==> src/rtl/pipeline_control_pkg.sv <==
// Shared definitions for the pipeline hazard controller: FSM encoding,
// per-cycle action priority, watchdog default and the load-use detector.
package pipeline_control_pkg;

    typedef enum logic [1:0] {
        RUN        = 2'd0,
        LOAD_STALL = 2'd1,
        MEM_WAIT   = 2'd2,
        FETCH_WAIT = 2'd3
    } state_t;

    // What the controller does this cycle, listed from highest priority down.
    typedef enum logic [2:0] {
        ACT_FREEZE,
        ACT_FLUSH,
        ACT_LOAD_USE,
        ACT_FETCH_BUBBLE,
        ACT_NORMAL
    } action_t;

    localparam int MEM_TIMEOUT_DEFAULT = 255;

    // A load in EX writes a register the ID instruction reads; x0 never hazards.
    function automatic logic load_use_hazard(
        input logic [4:0] rs1,
        input logic [4:0] rs2,
        input logic       uses_rs1,
        input logic       uses_rs2,
        input logic [4:0] rd,
        input logic       mem_read
    );
        return mem_read && (rd != 5'd0) &&
               ((uses_rs1 && (rs1 == rd)) || (uses_rs2 && (rs2 == rd)));
    endfunction

endpackage

==> src/rtl/sat_counter.sv <==
// Up-counter that sticks at all-ones instead of wrapping.
module sat_counter #(
    parameter int WIDTH = 32
) (
    input  logic             clock,
    input  logic             reset,
    input  logic             inc,
    output logic [WIDTH-1:0] count
);

    // Count one per enabled cycle, holding once every bit is set.
    always_ff @(posedge clock or posedge reset) begin
        if (reset) begin
            count <= '0;
        end else if (inc && (count != '1)) begin
            count <= count + 1'b1;
        end
    end

endmodule

==> src/rtl/pipeline_hazard_controller.sv <==
// Five-stage pipeline hazard controller: picks one action per cycle
// (mem freeze > branch flush > load-use stall > fetch bubble > normal),
// drives the pipeline-register controls combinationally, and keeps
// saturating stall/flush counters plus a sticky memory watchdog.
module pipeline_hazard_controller
    import pipeline_control_pkg::*;
#(
    parameter int CNT_WIDTH   = 32,
    parameter int MEM_TIMEOUT = MEM_TIMEOUT_DEFAULT
) (
    input  logic                 clock,
    input  logic                 reset,
    input  logic [4:0]           id_rs1,
    input  logic [4:0]           id_rs2,
    input  logic                 id_uses_rs1,
    input  logic                 id_uses_rs2,
    input  logic [4:0]           ex_rd,
    input  logic                 ex_mem_read,
    input  logic                 ex_branch_taken,
    input  logic                 mem_req,
    input  logic                 mem_ready,
    input  logic                 imem_ready,
    output logic                 pc_write,
    output logic                 if_id_stall,
    output logic                 if_id_flush,
    output logic                 id_ex_bubble,
    output logic                 backend_stall,
    output logic [1:0]           state,
    output logic [CNT_WIDTH-1:0] stall_cycles,
    output logic [CNT_WIDTH-1:0] flush_count,
    output logic                 mem_timeout
);

    // Wait counter only needs to reach MEM_TIMEOUT; one more freeze trips the flag.
    localparam int                    WAIT_WIDTH = (MEM_TIMEOUT < 1) ? 1 : $clog2(MEM_TIMEOUT + 1);
    localparam logic [WAIT_WIDTH-1:0] WAIT_LIMIT = WAIT_WIDTH'(MEM_TIMEOUT);

    state_t                state_q;
    state_t                state_d;
    action_t               action;
    logic [WAIT_WIDTH-1:0] wait_q;
    logic                  stall_inc;
    logic                  flush_inc;

    assign state = state_q;

    // Pick this cycle's action by strict priority; a held taken branch is
    // naturally flushed once the freeze lifts because EX is still presenting it.
    always_comb begin
        // NOTE: every always_comb output gets a default first, so no path infers a latch.
        action = ACT_NORMAL;
        if (mem_req && !mem_ready) begin
            action = ACT_FREEZE;
        end else if (ex_branch_taken) begin
            action = ACT_FLUSH;
        end else if ((state_q != LOAD_STALL) &&
                     load_use_hazard(id_rs1, id_rs2, id_uses_rs1, id_uses_rs2,
                                     ex_rd, ex_mem_read)) begin
            action = ACT_LOAD_USE;
        end else if (!imem_ready) begin
            action = ACT_FETCH_BUBBLE;
        end
    end

    // Decode the action into pipeline controls and the next state; reset
    // forces a safe front end (flush IF/ID, bubble ID/EX, PC held).
    always_comb begin
        pc_write      = 1'b1;
        if_id_stall   = 1'b0;
        if_id_flush   = 1'b0;
        id_ex_bubble  = 1'b0;
        backend_stall = 1'b0;
        state_d       = RUN;
        unique case (action)
            ACT_FREEZE: begin
                pc_write      = 1'b0;
                if_id_stall   = 1'b1;
                backend_stall = 1'b1;
                state_d       = MEM_WAIT;
            end
            ACT_FLUSH: begin
                if_id_flush  = 1'b1;
                id_ex_bubble = 1'b1;
            end
            ACT_LOAD_USE: begin
                pc_write     = 1'b0;
                if_id_stall  = 1'b1;
                id_ex_bubble = 1'b1;
                state_d      = LOAD_STALL;
            end
            ACT_FETCH_BUBBLE: begin
                pc_write    = 1'b0;
                if_id_flush = 1'b1;
                state_d     = FETCH_WAIT;
            end
            default: ;
        endcase
        if (reset) begin
            pc_write      = 1'b0;
            if_id_stall   = 1'b0;
            if_id_flush   = 1'b1;
            id_ex_bubble  = 1'b1;
            backend_stall = 1'b0;
        end
    end

    assign stall_inc = (action == ACT_FREEZE) || (action == ACT_LOAD_USE) ||
                       (action == ACT_FETCH_BUBBLE);
    assign flush_inc = (action == ACT_FLUSH);

    // Advance the FSM and track consecutive freeze cycles for the sticky watchdog.
    always_ff @(posedge clock or posedge reset) begin
        // NOTE: sequential state uses <= so every flop samples pre-edge values.
        if (reset) begin
            state_q     <= RUN;
            wait_q      <= '0;
            mem_timeout <= 1'b0;
        end else begin
            state_q <= state_d;
            if (action == ACT_FREEZE) begin
                if (wait_q == WAIT_LIMIT) begin
                    mem_timeout <= 1'b1;
                end else begin
                    wait_q <= wait_q + 1'b1;
                end
            end else begin
                wait_q <= '0;
            end
        end
    end

    sat_counter #(.WIDTH(CNT_WIDTH)) u_stall_counter (
        .clock (clock),
        .reset (reset),
        .inc   (stall_inc),
        .count (stall_cycles)
    );

    sat_counter #(.WIDTH(CNT_WIDTH)) u_flush_counter (
        .clock (clock),
        .reset (reset),
        .inc   (flush_inc),
        .count (flush_count)
    );

endmodule

==> config.mk <==
export PLATFORM = sky130hd
export DESIGN_NAME = pipeline_hazard_controller
export DESIGN_NICKNAME = d
export VERILOG_FILES = /design/src/rtl/pipeline_control_pkg.sv /design/src/rtl/sat_counter.sv /design/src/rtl/pipeline_hazard_controller.sv
export SDC_FILE = /design/constraint.sdc
export NUM_CORES = 1
export LEC_CHECK = 0
export CAP_MARGIN = 15
export CORE_AREA = 2 2 101 84
export DETAILED_ROUTE_END_ITERATION = 7
export DIE_AREA = 0 0 103 86
export GPL_TIMING_DRIVEN = 0
export PLACE_DENSITY_LB_ADDON = 0.15
export SYNTH_ARGS = -nofsm -noshare
export SYNTH_HDL_FRONTEND = slang
export SYNTH_SLANG_ARGS = --single-unit
==> constraint.sdc <==
create_clock -name clock -period 9 [get_ports clock]
set_input_delay 2.25 -clock clock [delete_from_list [all_inputs] [get_ports clock]]
set_output_delay 2.25 -clock clock [all_outputs]
set_load 0.02 [all_outputs]
==> reports/results.env <==
REG2REGPATHDEPTH=6
FINALCLOCKSKEW_NS=0.0140
HOLD_VIOL=0
FIN_AREA_UM2=5160
SYN-INSTANCE-COUNT=360
CLOCKBUFFERDEPTH=2
MAXCLOCKFREQUENCY_MHz=143
WORST_SETUP_PATH_STARTPOINT='ex_rd[1]'
HOLD-PATH-ENDPOINT='mem_timeout'
CTS.SINK_COUNT=75
CLOCK_TREE.ROOT_CELL='clkbuf_8'
WORSTHOLDPATHCELLS=1
PLACED_CELL_AREA_UM2=4940
GLOBAL_ROUTE_WIRE_LENGTH_BEFORE_REPAIR_MM=14.6
CRIT_ARRIVAL_NS=4.72
WORSTSETUPENDPOINTTYPE='output port'
AVGVIACOUNTPERCELL=5.22
SLEW_VIOL_FINAL=0
CRITPATHMAXFANOUT=10
FIRST_PASS_ITERS=4
DETAIL_ROUTE.DRC_VIOLATIONS=0
DIEWIDTH_UM=103
TOP_LEVEL_PORTS=96
AREA_GROWTH_SYN_TO_LAYOUT_PCT=34.8
INSERTION_DELAY_NS=0.35
SETUP_VIOL=0
DOMINANTREGCELLSYNTH='dfrtp_1'
SYNTHESIS_STAGE_REGISTER_BIT_COUNT=75
LEAKAGEPOWER_nW=2.11
GLOBALPLACE.CONGESTION=0.764
ROUTE.FINAL.WIRE_LENGTH_MM=8.51
REGTOREGENDPOINT='u_flush_counter.count[25]'
RATIO_OF_TOTAL_POWER_TO_CELL_AREA_nW_PER_UM2=194
PLACEMENTROWS=29
H-TREE-DEPTH=3
SLEW_HEADROOM_PCT=57.0
CRITPATHLAUNCHTYPE='input pin'
CRITICAL_PATH_CLASS='input pin to output port'
CLK_PIN_SLEW_WORST_PATHS_NS=0.08
SYNTH_SEQUENTIAL_AREA_RATIO_PCT=49.1
DRIVE_GT1_SHARE_PCT=8.47
P_TOTAL_mW=1.00
PIN_COUNT_OF_THE_BIGGEST_NET_ENTERING_GLOBAL_ROUTING=62
CORE-AREA_UM2=7760
DRT.ANTENNA.VIOLATING_NETS=0
SYNTH_EDF_COUNT=0
BUFFER_PORTS.INSERTED=95
RRSETUPSLACK_NS=6.86
FINAL_NETS=494
POSTSYNTHNETCOUNT=387
ANTENNADIODECOUNT=0
CTS_RESIZED=0
REQUIRED_NS=6.75
GRT_OVERFLOW_TOTAL=0
ANTENNA_FOUND_INITIAL=0
HOLD_BUFFERS=0
YOSYSUNIQUECELLTYPES=49
WL_PER_CELL_UM=14.7
REG2REG_FROM='u_flush_counter.count[14]'
FINAL.HOLD.WORST_SLACK_NS=0.482
OUTCOME='complete, no violations'
IR_WORST_VDD_uV=153
PLACE_HPWL_MM=6.28
HOLD_PATH.STARTPOINT='mem_timeout'
TRACK_USAGE_PCT=20.9
VIAS=3025
CTS_TREE='yes'
CTS.REPAIR_TIMING.SETUP_BUFFER_COUNT=0
START_UTIL_PCT=49.3
TNS_NS=0
YOSYSWARNINGCOUNT=0
CAP_VIOL_MAX_COUNT=0
SYNTH.AVG_CELL_AREA_UM2=10.6
LAYOUT_WORST_PATH_CYCLE_SHARE_PCT=77.5
SETUP_REPAIR_AFTER_GLOBAL_ROUTING_MISSED_ITS_MARGIN='no'
GRT_PASS1_VIAS=3026
DIE_AREA_UM2=8860
SYN_AREA_UM2=3820
HOLDCRITPATHCLASS='register to register'
FIN_CRIT_NS=6.97
TIMING_WORST_SLEW_PIN_VALUE_NS=0.645
FIRST_ITER_VIOLATIONS=151
TRITONCTS.NUM_BUFFERS=9
DIE_Y_UM=86
ASYNCSETRESETFLOPFRACSYNTH_PCT=100
[Yosys cell counts (2+ instances only)]
cell type  count  area (um2)
dfrtp_1       75        1880
xnor2_1       37         324
xor2_1        36         315
nand3_1       27         135
nand4_1       26         163
nand2_1       22        82.6
nor2_1        21        78.8
nor3_1        18        90.1
inv_1          8        30.0
nor4_1         8        50.1
a21oi_1        6        30.0
and3_1         6        37.5
and4_1         6        52.6
o21ai_0        6        30.0
and2_1         5        31.3
nand2b_1       4        25.0
buf_6          3        33.8
clkbuf_1       3        11.3
ha_1           3        37.5
a211oi_1       2        15.0
a31oi_1        2        12.5
buf_4          2        15.0
mux2_2         2        22.5
nor2_2         2        12.5
nor2_4         2        22.5
nor3_2         2        20.0
nor4_2         2        25.0
nor4b_1        2        17.5
or3_1          2        12.5
[cell families after synthesis]
family / count (synthesis) / share of synthesized area, %
AOI/OAI and AO/OA: 25 / 4.94
adders and majority gates: 3 / 0.981
DFF: 75 / 49.1
buffers and inverters: 16 / 2.36
xor gates and xnor gates: 73 / 16.7
muxes: 4 / 1.24
and+or+nand+nor: 164 / 24.7
[power breakdown]
part / internal [mW] / switching (mW)
combinational: 0.137 / 0.141
sequential: 0.382 / 0.0558
clock: 0.157 / 0.128
total: 0.676 / 0.326
[placed cells by master, fill, tap and decap left out, types with 2 or more instances in the layout]
cell type | Yosys | final
o21ai_0 | 6 | 6
and4_1 | 6 | 6
inv_1 | 8 | 7
buf_4 | 2 | 2
nor4b_1 | 2 | 2
clkbuf_1 | 3 | 4
or3_1 | 2 | 2
nor3_2 | 2 | 2
nand3_1 | 27 | 27
clkbuf_8 | 0 | 9
a31oi_1 | 2 | 2
nand2b_1 | 4 | 4
mux2_2 | 2 | 2
a211oi_1 | 2 | 2
buf_6 | 3 | 3
xnor2_1 | 37 | 37
dfrtp_1 | 75 | 75
nor4_1 | 8 | 8
nand2_1 | 22 | 22
bufinv_16 | 0 | 2
a21oi_1 | 6 | 6
nor2_1 | 21 | 21
clkinvlp_4 | 0 | 2
and3_1 | 6 | 6
clkdlybuf4s50_1 | 0 | 95
xor2_1 | 36 | 36
nor2_4 | 2 | 2
nor4_2 | 2 | 2
ha_1 | 3 | 3
nor2_2 | 2 | 2
nand4_1 | 26 | 26
nor3_1 | 18 | 18
and2_1 | 5 | 5
[per-layer routing]
layer,global-route usage [%],share of wire (%)
met5,0,0
met4,4.31,0.48
met3,5.79,4.3
met2,32.6,47
met1,29.4,48
[worst max path at each step]
stage | to | slack [ns] | cells after the start
after floorplan | pc_write | 2.52 | 2
after global placement | pc_write | 0.90 | 4
after detailed placement | pc_write | 2.03 | 8
after CTS | pc_write | 2.02 | 8
after global routing | pc_write | 1.90 | 8
final | pc_write | 2.03 | 8
[per-stage QoR]
stage / utilization [%] / worst slack (ns) / instances
floorplan: - / 2.52 / 360
global placement: 63.2 / 0.901 / 563
detailed placement: 63.6 / 2.03 / 564
CTS: 66.4 / 2.02 / 580
global route: 66.4 / 1.90 / 580
finish: 66.4 / 2.03 / 580
[state kept, by name (all words and copies together), names as in the netlist]
name	count
u_flush_counter.count	32
wait_q	8
u_stall_counter.count	32
mem_timeout	1
state	2
[worst max-delay path, stage by stage]
cell and delay (ns):
clkdlybuf4s50_1 0.48, or4_1 0.57, o221ai_2 0.16, nor2_1 0.09
a21oi_4 0.27, buf_6 0.18, and2_1 0.13, clkdlybuf4s50_1 0.59
[layout make-up]
class	count	area, um2
plain buffers	8	60.1
clock buffers	10	128
clock inverters	6	88.8
fillers	661	2610
inverters	8	32.5
multi-input cells	269	1860
flip-flops and latches	75	1880
well taps	108	135
repair buffers	96	978
(Power assumes the default switching activity.)
